### config.mk
export PLATFORM = sky130hd
export DESIGN_NAME = hwpf_arbiter
export DESIGN_NICKNAME = d
export VERILOG_FILES = /design/src/rtl/hwpf_arbiter.sv
export SDC_FILE = /design/constraint.sdc
export NUM_CORES = 1
export LEC_CHECK = 0
export BUFFER_PORTS_ARGS = -buffer_cell sky130_fd_sc_hd__buf_2
export CORE_ASPECT_RATIO = 1.5
export CORE_MARGIN = 5
export CORE_UTILIZATION = 40
export DETAILED_ROUTE_END_ITERATION = 10
export GPL_TIMING_DRIVEN = 1
export PLACE_DENSITY = 0.84
export RECOVER_POWER = 50
export SLEW_MARGIN = 40
export SYNTH_ARGS = -nofsm -noshare
export SYNTH_HDL_FRONTEND = slang
export SYNTH_SLANG_ARGS = --single-unit
### constraint.sdc
create_clock -name clk_i -period 3.6 [get_ports clk_i]
set_input_delay 0 -clock clk_i [delete_from_list [all_inputs] [get_ports clk_i]]
set_output_delay 0 -clock clk_i [all_outputs]
set_load 0.05 [all_outputs]
### src/rtl/hwpf_arbiter.sv
// hwpf_arbiter: round-robin arbiter for NUM_REQ hardware prefetch engines
// that share one dcache request port. The winner is granted combinationally
// and parked in a one-entry output buffer. A window/budget throttle caps
// the number of grants per WINDOW cycles at BUDGET.
//
// Ports:
//   clk_i, rst_ni          clock, synchronous active-low reset
//   flush_i                drop buffered request, restart throttle window
//   lock_i                 suspend grants and emission (state held)
//   req_valid_i/addr_i     per-engine prefetch requests
//   req_ready_o            per-engine grant, one-hot or zero
//   arbiter_req_valid_o    buffered request valid toward the dcache
//   arbiter_req_ready_i    dcache accepts the request
//   arbiter_req_o          emitted dcache request

typedef logic [39:0] addr_t;

typedef struct packed {
    addr_t      addr;
    logic [3:0] op;
    logic [7:0] tid;
    logic [7:0] sid;
    logic [2:0] size;
    logic [7:0] be;
    logic       uncacheable;
    logic       need_rsp;
} hpdcache_req_t;

localparam logic [3:0] HPDCACHE_REQ_OP_PREFETCH = 4'd3;

module hwpf_arbiter #(
    parameter int NUM_REQ = 4,
    parameter int BUDGET  = 4,
    parameter int WINDOW  = 16,
    parameter int SID     = 0
) (
    input  logic                       clk_i,
    input  logic                       rst_ni,
    input  logic                       flush_i,
    input  logic                       lock_i,
    input  logic [NUM_REQ-1:0]         req_valid_i,
    input  addr_t [NUM_REQ-1:0]        req_addr_i,
    output logic [NUM_REQ-1:0]         req_ready_o,
    output logic                       arbiter_req_valid_o,
    input  logic                       arbiter_req_ready_i,
    output hpdcache_req_t              arbiter_req_o
);

    localparam int IDX_W = (NUM_REQ > 1) ? $clog2(NUM_REQ) : 1;
    localparam int WIN_W = $clog2(WINDOW);
    localparam int ISS_W = $clog2(BUDGET + 1);

    // Output buffer states
    localparam logic [0:0] EMPTY = 1'b0;
    localparam logic [0:0] FULL  = 1'b1;

    logic [0:0]       state_q, state_d;
    addr_t            addr_q, addr_d;
    logic [IDX_W-1:0] idx_q, idx_d;
    logic [IDX_W-1:0] rr_q, rr_d;
    logic [WIN_W-1:0] win_q, win_d;
    logic [ISS_W-1:0] iss_q, iss_d;

    logic             handshake;
    logic             wrap;
    logic             exhausted;
    logic             grant;
    logic             found;
    logic [IDX_W-1:0] win_idx;

    assign arbiter_req_valid_o = (state_q == FULL) && !lock_i;
    assign handshake = arbiter_req_valid_o && arbiter_req_ready_i;
    assign wrap      = (win_q == WIN_W'(WINDOW - 1));
    assign exhausted = (iss_q == ISS_W'(BUDGET));

    // Rotating priority search starting at rr_q.
    always_comb begin
        found   = 1'b0;
        win_idx = '0;
        for (int k = 0; k < NUM_REQ; k++) begin
            if (!found && req_valid_i[(int'(rr_q) + k) % NUM_REQ]) begin
                found   = 1'b1;
                win_idx = IDX_W'((int'(rr_q) + k) % NUM_REQ);
            end
        end
    end

    // rst_ni gates the grant so no engine sees ready while reset is held.
    assign grant = rst_ni && !lock_i && !flush_i && !exhausted &&
                   ((state_q == EMPTY) || handshake) && found;

    always_comb begin
        req_ready_o = '0;
        if (grant) req_ready_o[win_idx] = 1'b1;
    end

    always_comb begin
        state_d = state_q;
        addr_d  = addr_q;
        idx_d   = idx_q;
        rr_d    = rr_q;
        win_d   = wrap ? '0 : win_q + 1'b1;
        iss_d   = iss_q;

        // Clearing on wrap and counting the grant are combined so a grant
        // landing on the wrap cycle opens the new window with one issue.
        if (wrap)       iss_d = grant ? ISS_W'(1) : '0;
        else if (grant) iss_d = iss_q + 1'b1;

        if (grant) begin
            state_d = FULL;
            addr_d  = req_addr_i[win_idx];
            idx_d   = win_idx;
            rr_d    = IDX_W'((int'(win_idx) + 1) % NUM_REQ);
        end else if (handshake) begin
            state_d = EMPTY;
        end

        // A handshake coinciding with flush is still accepted downstream;
        // the buffer simply empties either way.
        if (flush_i) begin
            state_d = EMPTY;
            win_d   = '0;
            iss_d   = '0;
        end
    end

    always_ff @(posedge clk_i) begin
        if (!rst_ni) begin
            state_q <= EMPTY;
            addr_q  <= '0;
            idx_q   <= '0;
            rr_q    <= '0;
            win_q   <= '0;
            iss_q   <= '0;
        end else begin
            state_q <= state_d;
            addr_q  <= addr_d;
            idx_q   <= idx_d;
            rr_q    <= rr_d;
            win_q   <= win_d;
            iss_q   <= iss_d;
        end
    end

    always_comb begin
        arbiter_req_o             = '0;
        arbiter_req_o.addr        = addr_q;
        arbiter_req_o.op          = HPDCACHE_REQ_OP_PREFETCH;
        arbiter_req_o.tid         = 8'(idx_q);
        arbiter_req_o.sid         = 8'(SID);
        arbiter_req_o.uncacheable = 1'b0;
        arbiter_req_o.need_rsp    = 1'b0;
    end

endmodule

# After elaboration in Yosys (flattened, before gate mapping)
# Index checks and enable logic that the tools add are counted.
word_totals:
  regBits: 52
  latch_bits: 0
  mem_bits_rw: 0
  mem_bits_ro: 0
  inputBits: 169
  output_inout_bits: 78
  memories: 0
classes:
  n_addsub: 6
  mul: 0
  n_div: 0
  magnitude_cmp: 6
  eq_ne: 2
  shift: 0
  n_mux: 29
  bitwise: 5
  n_reduce_logical: 25
ops:
  columns: ["cell", "n"]
  rows:
  - ["40-bit binary-select mux with 2-bit select", 1]
  - ["40-bit 2-to-1 mux", 1]
  - ["1-bit 2-to-1 mux", 15]
  - ["3-bit by 4-bit less-than comparator with 1-bit output (second input constant)", 3]
  - ["1-bit logical AND", 11]
  - ["1-bit binary-select mux with 2-bit select", 4]
  - ["2-bit 2-to-1 mux", 4]
  - ["2-bit OR reduction", 4]
  - ["1-bit logical NOT", 6]
  - ["2-bit by 3-bit less-than comparator with 1-bit output (second input constant)", 2]
  - ["3-bit 2-to-1 mux", 2]
  - ["2-bit by 1-bit adder with 2-bit output (second input constant)", 2]
  - ["2-bit adder (second input constant)", 2]
  - ["4-bit by 1-bit adder with 4-bit output (second input constant)", 1]
  - ["4-bit equality test (second input constant)", 1]
  - ["4-bit 2-to-1 mux", 1]
  - ["2-bit nonzero test", 2]
  - ["3-bit by 1-bit adder with 3-bit output (second input constant)", 1]
  - ["1-bit bitwise AND (first input constant)", 3]
  - ["3-bit equality test (second input constant)", 1]
  - ["3-bit OR reduction", 1]
  - ["1-bit demux with 2-bit select", 1]
  - ["2-bit by 1-bit >= comparator with 1-bit output (second input constant)", 1]
  - ["1-bit NOT", 2]
  - ["1-bit logical OR", 1]

# Logic depth before layout (Yosys ltp)
depth:
  word_depth: 19
  ltp_mapped: 8
  depth_no_buf: 6

# Worst setup path after synthesis
# Ideal clock, no wire load.
synth_timing:
  path_type: "flip-flop to output port"
  startpoint: "register iss_q[0]"
  endpoint: "output req_ready_o[3]"
  t_arrival_ps: 2299
  setup_slack_ps: 1301
  path_stages_with_launch: 8
  n_path_buf: 1
  cell_sequence: "dfxtp_1 inv_1 ha_1 a211oi_4 and2_1 buf_4 nand2_1 nor3_1"
synth_between:
  elab_chain_len: 6
synth_rtl:
  columns: ["item", "line_no", "source"]
  rows:
  - ["from (decl)", "62", "logic [ISS_W-1:0] iss_q, iss_d;"]
  - ["from (signal assigned)", "142", "iss_q <= iss_d;"]
  - ["3-bit equality test", "74", "assign exhausted = (iss_q == ISS_W'(BUDGET));"]
  - ["1-bit logical NOT", "89", "assign grant = rst_ni && !lock_i && !flush_i && !exhausted &&"]
  - ["1-bit logical AND (2 in a row)", "89", null]
  - ["1-bit logical AND", "90", "((state_q == EMPTY) || handshake) && found;"]
  - ["4-bit 2-to-1 mux", "94", "if (grant) req_ready_o[win_idx] = 1'b1;"]
  - ["to (decl)", "43", "output logic [NUM_REQ-1:0] req_ready_o,"]
# Every way passes these cells.

# Worst setup path in the final report
layout_timing:
  startpoint: "register rr_q[1]"
  endpoint: "register addr_q[16]"
layout_between:
  elab_chain_len: 14
  elab_cells_between_ends: 31
  cone_classes: "3 x add/sub; 21 x mux; 7 x reduce/logical"
layout_rtl:
  columns: ["item", "line_no", "source"]
  rows:
  - ["from (decl)", "60", "logic [IDX_W-1:0] rr_q, rr_d;"]
  - ["from (signal assigned)", "140", "rr_q <= rr_d;"]
  - ["2-bit by 1-bit adder with 2-bit output or 1-bit binary-select mux with 2-bit select (tied branches)", "81, 83", null]
  - ["1-bit binary-select mux with 2-bit select or 1-bit 2-to-1 mux (tied branches)", "81", "if (!found && req_valid_i[(int'(rr_q) + k) % NUM_REQ]) begin"]
  - ["1-bit 2-to-1 mux (implied by the code)", "81", null]
  - ["1-bit 2-to-1 mux (implied by the code) or 1-bit logical NOT (tied branches)", "81", null]
  - ["1-bit logical AND", "81", null]
  - ["1-bit 2-to-1 mux", "81", null]
  - ["1-bit logical NOT", "81", null]
  - ["1-bit logical AND", "81", null]
  - ["1-bit 2-to-1 mux", "81", null]
  - ["1-bit logical NOT", "81", null]
  - ["1-bit logical AND", "81", null]
  - ["2-bit 2-to-1 mux", "81", null]
  - ["40-bit binary-select mux with 2-bit select", "112", "addr_d = req_addr_i[win_idx];"]
  - ["40-bit 2-to-1 mux (implied by the code)", "112", null]
  - ["to (signal assigned)", "138", "addr_q <= addr_d;"]
  - ["to (decl)", "58", "addr_t addr_q, addr_d;"]
# Parallel ways exist; a longest one is shown, timed or not. The select of a mux whose other input is x is not followed.
# A chain may end at the register's enable or synchronous reset.

==> results.md <==
* Die height at 132 um
* N_diodes at 0
* Post_cts resized at 0
* CTS Sinks at 52
* Hold Path Stages at 3
* Initial core utilization at 41.0%
* Leak pwr at approximately 0.0028 uW
* Syn_area_per_cell at ~7.7 sq um
* Largest net degree at the start of global routing at a little over 80
* Commonest cells in the netlist: nand2_1, dfxtp_1, inv_1, nor3_1, o21ai_0
* Yosys top cell area share at between 20% and 30%
* Max-cap viol count at 0
* Core box area at 9740 sq um
* Routed Antenna Nets at 0
* Row cnt at 44
* Routability cong. at roughly 0.89
* CP Class: reg2reg
* DR pass1 iterations at 4
* Final clock skew at 0.00552 ns
* Post-Route WL at 14000 um
* Maximum vdd drop at roughly 0.00019 V
* Max stage delay on crit path at between 0.7 and 0.8 ns
* Outcome: completed
* Iteration-0 DRC Markers at 167
* Area Growth Syn to Fin at 35.6%
* Fin. Hold Viols at 0
* Top cell type by total area after synthesis: dfxtp_1
* Die area at around 12000 sq um
* Dpl cell area at 4930 sq um
* Worst skew pair latency at 0.30 ns
* R2R Setup Slk at 0.41 ns
* Post-synth EDFFs at 0
* Vias in the first global route at 4695
* Hold Crit Start: req_addr_i[81]
* Cells after Synth at just over 500
* H-tree levels at 2
* Routed length per placed instance at between 15 and 20 um
* Total I/O pin count at 247
* Req. time, crit path at between 3 and 4 ns
* Share of cells above drive strength 1 at roughly a third
* CP Launch Point: rr_q[1]
* Worst slew margin at 45.1%
* First-pass GRT wire length at between 20000 and 25000 um
* Clock root buffer: clkbuf_16
* Clk slew on worst S/H paths at 0.07 ns
* Final Cell Area at approximately 5400 sq um
* Ys flop type: dfxtp_1
* GRT Overall Usage at 22.2%
* Top cells by area, synth: dfxtp_1, o211ai_2, mux2i_1
* Vias/cell at 5.19
* Clk buf depth at 2
* Power Dens Cells at 338 nW/um^2
* # setup viols final at 0
* RSZ-0062 raised after global routing: no
* Slew @ Worst Pin at around 0.82 ns
* Register area share after synthesis at 26.0%
* FF-to-FF Start: rr_q[1]
* Cell Area, Synth at 4000 sq um
* Drt drc at 0
* Synth async-reset ratio at 0%
* RR Endpoint: addr_q[16]
* Max Fclk at 314 MHz
* Fin. max-slew vios at 0
* Total number of vias at 4451
* Tmin final at 3.19 ns
* Fin crit share at 88.5%
* Port buffer count at 215
* Reg2Reg Depth at 6
* WHS Endpoint: addr_q[1]
* Worst min path class: in2reg
* TritonCTS Buffers at 5
* Initial antenna violation count at 0
* Slowest-stage cell, CP: nand3_4
* DP Wirelength at 9530 um
* Die X at approximately 92 um
* Fin nets at 913
* Startpoint Class: flip-flop
* Post-synthesis cell type count at 38
* CTS tree: done
* Most numerous cell in the Yosys netlist: nand2_1
* Setup TNS at 0 ns
* Grt ovf at 0
* Worst-path fanout max at 41
* Critical path endpoint category: flip-flop
* Cell Chain, Critical Path: nor2b_1, o21ai_4, nand3_4, mux2i_1, dlygate4sd3_1, o211ai_2
* WP data arrival at about 3.4 ns
* YS warnings at 0
* Flops & latches, synth at 52
==> layer usage <==
layer | wire (um) | GRT usage (%)
met1 | 5090 | 22.7
met2 | 7410 | 42.6
met3 | 961 | 4.20
met4 | 496 | 9.98
met5 | 0 | 0
==> placed cells by master (no fill, tap or decap), drive strengths merged, types with 31 or more instances in the layout <==
cell and n:
o211ai 40, a31oi 40, clkbuf 49, mux2i 41
nand2 90, nor3 42, inv 46, buf 179
dfxtp 52, conb 31, dlygate4sd3 40, o21ai 43
==> worst max-delay path, delay by kind of cell, from the launching register on <==
family | cells | cell delay, ns
compound gates | 2 | 0.66
buf+inv | 1 | 0.63
flops | 1 | 0.42
mux | 1 | 0.42
simple gates | 2 | 0.91
==> layout make-up <==
type | count | area [sq um]
clock buffers | 6 | 139
clock inverters | 2 | 15.0
fillers | 923 | 4320
inverters | 46 | 173
multi-input cells | 374 | 2400
flip-flops and latches | 52 | 1040
well taps | 115 | 144
repair buffers | 262 | 1510
==> worst max-delay path by stage <==
stage	end	slack (ns)	cells after the start
3_3_place_gp	addr_q[11]	1.07	5
2_1_floorplan	req_ready_o[3]	1.30	7
6_report	addr_q[16]	0.41	6
5_1_grt	addr_q[16]	0.24	6
4_1_cts	addr_q[10]	0.55	6
3_5_place_dp	addr_q[33]	1.01	5
==> through the flow <==
step	utilization (%)	setup slack, ns	instances	total power [uW]	hold WS [ns]
6_report	55.6	0.413	857	1830	0.00589
5_1_grt	55.6	0.238	857	1930	0.00628
4_1_cts	56.3	0.548	857	1850	0.000253
3_5_place_dp	50.6	1.01	809	1290	0.295
3_3_place_gp	50.0	1.07	806	1270	0.291
2_1_floorplan	-	1.30	546	1140	0.138
==> timing repair <==
| action | 4_1_cts | 5_1_grt |
|---|---|---|
| hold endpoints to repair | 25 | 0 |
| buffers inserted | 0 | 0 |
| hold buffers | 40 | 0 |
==> logic make-up (layout without fill, tap and decap cells) <==
family,after synthesis,count (layout),synth area share (%)
mux,41,41,10.3
fa+ha+maj,3,3,0.939
simple gates,158,158,17.9
other cells,2,31,0.188
xor+xnor,5,5,1.10
flops,52,52,26.0
compound gates,136,136,26.4
buf+inv,120,316,17.2
==> power by group <==
group	internal [uW]	switching [uW]
sequential	614	21.3
clock	277	230
combinational	242	448
total	1130	699
==> state kept, by name (all words and copies together) (netlist names) <==
signal and cells:
idx_q 2, state_q 1, win_q 4, iss_q 3
rr_q 2, addr_q 40
No activity file was read; power rests on OpenSTA's default activity.
